$ cat src/rtl/ahb_pkg.sv
// Shared AHB-Lite encodings, FSM state type and address/size helpers
// for the command-to-AHB master.
package ahb_pkg;

  localparam logic [1:0] HTRANS_IDLE   = 2'b00;
  localparam logic [1:0] HTRANS_BUSY   = 2'b01;
  localparam logic [1:0] HTRANS_NONSEQ = 2'b10;
  localparam logic [1:0] HTRANS_SEQ    = 2'b11;

  localparam logic [2:0] HBURST_SINGLE = 3'b000;

  localparam logic [2:0] HSIZE_BYTE = 3'b000;
  localparam logic [2:0] HSIZE_HALF = 3'b001;
  localparam logic [2:0] HSIZE_WORD = 3'b010;

  localparam logic HRESP_OKAY  = 1'b0;
  localparam logic HRESP_ERROR = 1'b1;

  typedef enum logic [1:0] {
    ST_IDLE,
    ST_ADDR,
    ST_DATA
  } state_t;

  // cmd_size 3 has no wider bus equivalent and is treated as a word
  function automatic logic [2:0] map_size(input logic [1:0] size);
    return (size == 2'd3) ? HSIZE_WORD : {1'b0, size};
  endfunction

  function automatic logic [31:0] align_addr(input logic [31:0] addr,
                                             input logic [1:0]  size);
    case (size)
      2'd0:    return addr;
      2'd1:    return {addr[31:1], 1'b0};
      default: return {addr[31:2], 2'b00};
    endcase
  endfunction

endpackage

$ cat src/rtl/ahb_byte_lanes.sv
// Little-endian byte-lane steering: write-data replication and read-lane
// extraction with zero-extension, selected by transfer size and addr[1:0].
module ahb_byte_lanes
  import ahb_pkg::*;
(
  input  logic [2:0]  size,
  input  logic [1:0]  addr_lo,
  input  logic [31:0] wdata,
  input  logic [31:0] rdata,
  output logic [31:0] wlanes,
  output logic [31:0] rext
);

  always_comb begin
    wlanes = wdata;
    rext   = rdata;
    case (size)
      HSIZE_BYTE: begin
        wlanes = {4{wdata[7:0]}};
        rext   = {24'b0, rdata[{addr_lo, 3'b000} +: 8]};
      end
      HSIZE_HALF: begin
        wlanes = {2{wdata[15:0]}};
        rext   = {16'b0, rdata[{addr_lo[1], 4'b0000} +: 16]};
      end
      default: ;
    endcase
  end

endmodule

$ cat src/rtl/ahb_cmd_master.sv
// AHB-Lite single-transfer master: one NONSEQ/SINGLE transfer per local
// command, address and data phases never overlapped.
module ahb_cmd_master
  import ahb_pkg::*;
#(
  parameter logic [3:0] HPROT_VAL = 4'b0011
) (
  input  logic        HCLK,
  input  logic        HRESET,
  input  logic        cmd_valid,
  output logic        cmd_ready,
  input  logic        cmd_write,
  input  logic [31:0] cmd_addr,
  input  logic [1:0]  cmd_size,
  input  logic [31:0] cmd_wdata,
  output logic        rsp_valid,
  output logic [31:0] rsp_rdata,
  output logic        rsp_err,
  output logic [31:0] HADDR,
  output logic [2:0]  HBURST,
  output logic        HMASTLOCK,
  output logic [3:0]  HPROT,
  output logic [2:0]  HSIZE,
  output logic [1:0]  HTRANS,
  output logic [31:0] HWDATA,
  output logic        HWRITE,
  input  logic [31:0] HRDATA,
  input  logic        HREADY,
  input  logic        HRESP
);

  state_t      state, state_n;
  logic [31:0] wdata_q, wdata_n;
  logic [31:0] haddr_n, hwdata_n, rsp_rdata_n;
  logic [2:0]  hsize_n;
  logic [1:0]  htrans_n;
  logic        hwrite_n, rsp_valid_n, rsp_err_n;
  logic [31:0] wlanes, rext;

  assign HBURST    = HBURST_SINGLE;
  assign HMASTLOCK = 1'b0;
  assign HPROT     = HPROT_VAL;
  assign cmd_ready = (state == ST_IDLE) && !HRESET;

  // HADDR/HSIZE stay valid through the data phase, so they drive read steering
  ahb_byte_lanes u_lanes (
    .size    (HSIZE),
    .addr_lo (HADDR[1:0]),
    .wdata   (wdata_q),
    .rdata   (HRDATA),
    .wlanes  (wlanes),
    .rext    (rext)
  );

  always_comb begin
    state_n     = state;
    wdata_n     = wdata_q;
    haddr_n     = HADDR;
    hsize_n     = HSIZE;
    htrans_n    = HTRANS;
    hwrite_n    = HWRITE;
    hwdata_n    = HWDATA;
    rsp_valid_n = 1'b0;
    rsp_err_n   = rsp_err;
    rsp_rdata_n = rsp_rdata;
    case (state)
      ST_IDLE: begin
        htrans_n = HTRANS_IDLE;
        if (cmd_valid) begin
          haddr_n  = align_addr(cmd_addr, cmd_size);
          hsize_n  = map_size(cmd_size);
          hwrite_n = cmd_write;
          htrans_n = HTRANS_NONSEQ;
          wdata_n  = cmd_wdata;
          state_n  = ST_ADDR;
        end
      end
      ST_ADDR: begin
        if (HREADY) begin
          htrans_n = HTRANS_IDLE;
          if (HWRITE) hwdata_n = wlanes;
          state_n  = ST_DATA;
        end
      end
      ST_DATA: begin
        if (HREADY) begin
          rsp_valid_n = 1'b1;
          rsp_err_n   = HRESP;
          rsp_rdata_n = (!HWRITE && HRESP == HRESP_OKAY) ? rext : '0;
          state_n     = ST_IDLE;
        end
      end
      default: state_n = ST_IDLE;
    endcase
  end

  always_ff @(posedge HCLK) begin
    if (HRESET) state <= ST_IDLE;
    else        state <= state_n;
  end

  always_ff @(posedge HCLK) begin
    if (HRESET) begin
      wdata_q   <= '0;
      HADDR     <= '0;
      HSIZE     <= HSIZE_WORD;
      HTRANS    <= HTRANS_IDLE;
      HWRITE    <= 1'b0;
      HWDATA    <= '0;
      rsp_valid <= 1'b0;
      rsp_err   <= 1'b0;
      rsp_rdata <= '0;
    end else begin
      wdata_q   <= wdata_n;
      HADDR     <= haddr_n;
      HSIZE     <= hsize_n;
      HTRANS    <= htrans_n;
      HWRITE    <= hwrite_n;
      HWDATA    <= hwdata_n;
      rsp_valid <= rsp_valid_n;
      rsp_err   <= rsp_err_n;
      rsp_rdata <= rsp_rdata_n;
    end
  end

endmodule

$ cat config.mk
export PLATFORM = sky130hd
export DESIGN_NAME = ahb_cmd_master
export DESIGN_NICKNAME = d
export VERILOG_FILES = /design/src/rtl/ahb_pkg.sv /design/src/rtl/ahb_byte_lanes.sv /design/src/rtl/ahb_cmd_master.sv
export SDC_FILE = /design/constraint.sdc
export NUM_CORES = 1
export LEC_CHECK = 0
export BUFFER_PORTS_ARGS = -buffer_cell sky130_fd_sc_hd__buf_2
export CORE_MARGIN = 4
export CORE_UTILIZATION = 45
export CTS_CLUSTER_DIAMETER = 40
export DETAILED_ROUTE_END_ITERATION = 8
export GPL_TIMING_DRIVEN = 0
export HOLD_SLACK_MARGIN = 0.03
export PLACE_DENSITY_LB_ADDON = 0.15
export RECOVER_POWER = 25
export SKIP_LAST_GASP = 1
export SLEW_MARGIN = 20
export SYNTH_ARGS = -nofsm -noshare
export SYNTH_HDL_FRONTEND = slang
export SYNTH_SLANG_ARGS = --single-unit
$ cat constraint.sdc
create_clock -name HCLK -period 1.2 [get_ports HCLK]
set_input_delay 0.12 -clock HCLK [delete_from_list [all_inputs] [get_ports HCLK]]
set_output_delay 0.12 -clock HCLK [all_outputs]
set_load 0.01 [all_outputs]
==> flow_metrics.tcl <==
set metrics [dict create \
    ir_drop_mv 1.078 \
    fin_crit_ps 1570 \
    maxCapViolations 0 \
    clkTransAtPathRegs_ps 60 \
    worst_setup_path_start_kind "flip-flop" \
    core_area_um2 12720 \
    cp-end-kind "flip-flop" \
    seq_area_frac_synth_pct 46.10 \
    crit_required_ps 1540 \
    dr.pass1.iters 5 \
    worst_slew_pin_slew_ps 843.7 \
    area.growth.synth_to_final_pct 80.59 \
    dieHeight_um 122.6 \
    portBuffers 205 \
    numCtsBuffers 17 \
    report.final.hold_viol_count 0 \
    synth_adder_area_share_pct 0 \
    max_slew_margin_pct 43.75 \
    fin_total_pwr_w 0.01349 \
    worst_slack_ps -370.3 \
    syn-instance-count 718 \
    yosys_warnings 0 \
    p_sw_w 0.003686 \
    fmaxAchievable_mhz 636.8 \
    dr.first_iter.drc_count 796 \
    vias_per_cell 5.864 \
    grt_overflow_total 0 \
    fin_cells 1264 \
    synth_area_um2 5906 \
    leakage_nw 4.673 \
    postRouteWirelength_um 28450 \
    synth_area_leader_cell "dfxtp_1" \
    slew_violations 0 \
    violations "setup timing" \
    synth_top_cell_area_share_pct 46.10 \
    place_inst 1103 \
    intPower_w 0.009808 \
    tritoncts "yes" \
    pwr-share-seq_pct 36.4 \
    clk_path_buf_depth 2 \
    rows 41 \
    antenna_found_initial 0 \
    critical_path.max_fanout 10 \
    die_w_um 122.6 \
    setup_violations 135 \
    holdWs_ps 114.8 \
    vias 7412 \
    grt_pass1_wl_um 36180 \
    clkPwrFrac_pct 44.4 \
    grt_pass1_vias 6993 \
    synth_compound_area_share_pct 18.90 \
    ys_ff_latch 136 \
    synthMuxAreaShare_pct 5.763 \
    clock_sinks 136 \
    ys_types 34 \
    avgSynthCellArea_um2 8.225 \
    nets 1183 \
    yosys.area_share.xor_xnor_pct 0 \
    clockRootBuffer "clkbuf_16" \
    globalRouteTotalUtil_pct 31.03 \
    powerDensity_nw_per_um2 1265 \
    arrival_ps 1910 \
    synth_area_leaders "dfxtp_1, nand2_1, a21oi_1" \
    cts_max_level 4 \
    route.detailed.drc 0 \
    gp_congestion 0.8738 \
    start_util_pct 46.42 \
    status "complete, but fails checks" \
    switching_share_pct 27.31 \
    die_area_um2 15020 \
    comb_power_share_pct 19.2 \
    dp_hpwl_um 14280 \
    fin_skew_ps 8.929 \
    grt_max_degree 17 \
    worstSetupPathType "reg -> reg" \
    rsz0062_at_grt "true" \
    setup_tns_ps -31180 \
    diodes 0 \
    hold_path_class "in -> reg" \
    postRouteAntennaNets 0 \
    clk-insertion-delay-late_ps 430 \
    synthSimpleGateAreaFrac_pct 22.10 \
    period_share_pct 130.9 \
    drive_gt1_share_pct 48.08 \
    rrSetupSlack_ps -370 \
    synth_top_family_by_area "simple AND/OR/NAND/NOR gates" \
    ios 217 \
    drt-wirelength-per-cell_um 22.50 \
]
==> cells in the final DEF, fill, tap and decap left out, drive strengths merged <==
master       netlist  layout
dfxtp            136     136
o21ai             17      17
mux2i             16      16
a211oi             8       8
clkinvlp           0       1
bufinv             0       5
nand2            198     198
conb               2      10
a311oi            16      16
and3b             10      10
clkbuf            32      81
nand2b            16      16
a211o              8       8
nand3b             4       4
mux2              16      16
a21oi            102     102
a22oi             16      16
clkinv             0       5
nor3               2       2
dlygate4sd3        0      85
inv                1       2
a221oi             8       8
and4b              1       1
buf               39     259
nand4b             1       1
or3b               1       1
nor2              30      30
nor3b              3       3
o211ai             8       8
nor2b             10      10
nand3             17      17
==> synth_stat cells <==
library cell / count
nand2_1: 198
clkbuf_1: 31
nor3b_4: 1
o21ai_0: 17
buf_6: 6
a211o_1: 8
inv_1: 1
buf_1: 1
nand4b_1: 1
nand3b_1: 4
nor2_2: 1
mux2_2: 16
buf_4: 17
a21oi_1: 102
nand2b_1: 16
dfxtp_1: 136
conb_1: 2
nor2_1: 29
nor3_1: 2
a221oi_1: 8
and3b_1: 10
buf_2: 14
and4b_1: 1
clkbuf_2: 1
mux2i_1: 16
a211oi_1: 8
nor3b_2: 2
nor2b_1: 10
a22oi_1: 16
a311oi_1: 16
buf_12: 1
o211ai_1: 8
or3b_2: 1
nand3_1: 17
==> worst paths after layout <==
path | from | end | cells after the start
min | HRDATA[7] | rsp_rdata[7] | 4
max reg2reg | state[0] | wdata_q[2] | 7
max | state[0] | wdata_q[2] | 7
min reg2reg | rsp_rdata[26] | rsp_rdata[26] | 2
==> flip-flops by register name, indices dropped and copies added (netlist names) <==
name / flops
HTRANS: 1
rsp_valid: 1
HWDATA: 32
HWRITE: 1
state: 2
HADDR: 32
wdata_q: 32
HSIZE: 2
rsp_err: 1
rsp_rdata: 32
==> power by group through the flow <==
stage	clock network, W	logic [W]	registers (W)
final	0.00599	0.00259	0.00491
after global routing	0.00619	0.00271	0.00491
after CTS	0.00590	0.00205	0.00485
after detailed placement	0	0.00137	0.00492
after global placement	0	0.00137	0.00491
after floorplan	0	0.000814	0.00492
==> cell families (layout without fill, tap and decap cells) <==
logic type / Yosys count / count (layout)
other: 2 / 10
DFF: 136 / 136
AOI/OAI and AO/OA: 183 / 183
muxes: 32 / 32
buffers and inverters: 72 / 438
and+or+nand+nor: 293 / 293
==> what timing repair did <==
action / 4_1_cts / 5_1_grt
gates resized for setup: 167 / 181
gates cloned: 13 / 7
hold buffers: 85 / 0
setup endpoints to repair: 135 / 135
buffers inserted: 18 / 10
pin swaps: 114 / 73
endpoints found under the hold margin: 85 / 0
==> through the flow <==
step	cell area, um2	util, %	setup slack, ps
2_1_floorplan	6055	-	-87.94
6_report	10670	83.83	-370.3
3_5_place_dp	7296	57.35	-360.8
4_1_cts	9819	77.18	-215.0
3_3_place_gp	7296	57.35	-350.1
5_1_grt	10670	83.83	-369.7
==> routing by layer <==
metal / wire (um) / global-route usage [%] / up-vias
met5: 0 / 0 / -
met4: 1377 / 14.28 / 0
met3: 2596 / 7.742 / 139
met2: 13710 / 51.19 / 531
met1: 10760 / 38.17 / 3559
li1: - / - / 3183
==> worst max-delay path, stage by stage (launching register included) <==
cell,delay [ps]
dfxtp_2,340
buf_6,130
nor3b_4,280
buf_4,170
buf_8,120
buf_8,150
nand2_1,100
a21oi_1,180
==> area by class of cell <==
type | instances | area [um2]
timing repair buffer | 337 | 2559
tap | 172 | 215.2
inverter | 1 | 3.754
clock buffer | 20 | 466.7
sequential | 136 | 2738
buffer | 68 | 705.7
fill | 709 | 2057
multi-input combinational | 518 | 3782
clock inverter | 12 | 195.2
Note: power is estimated with default switching activity, not from simulation.
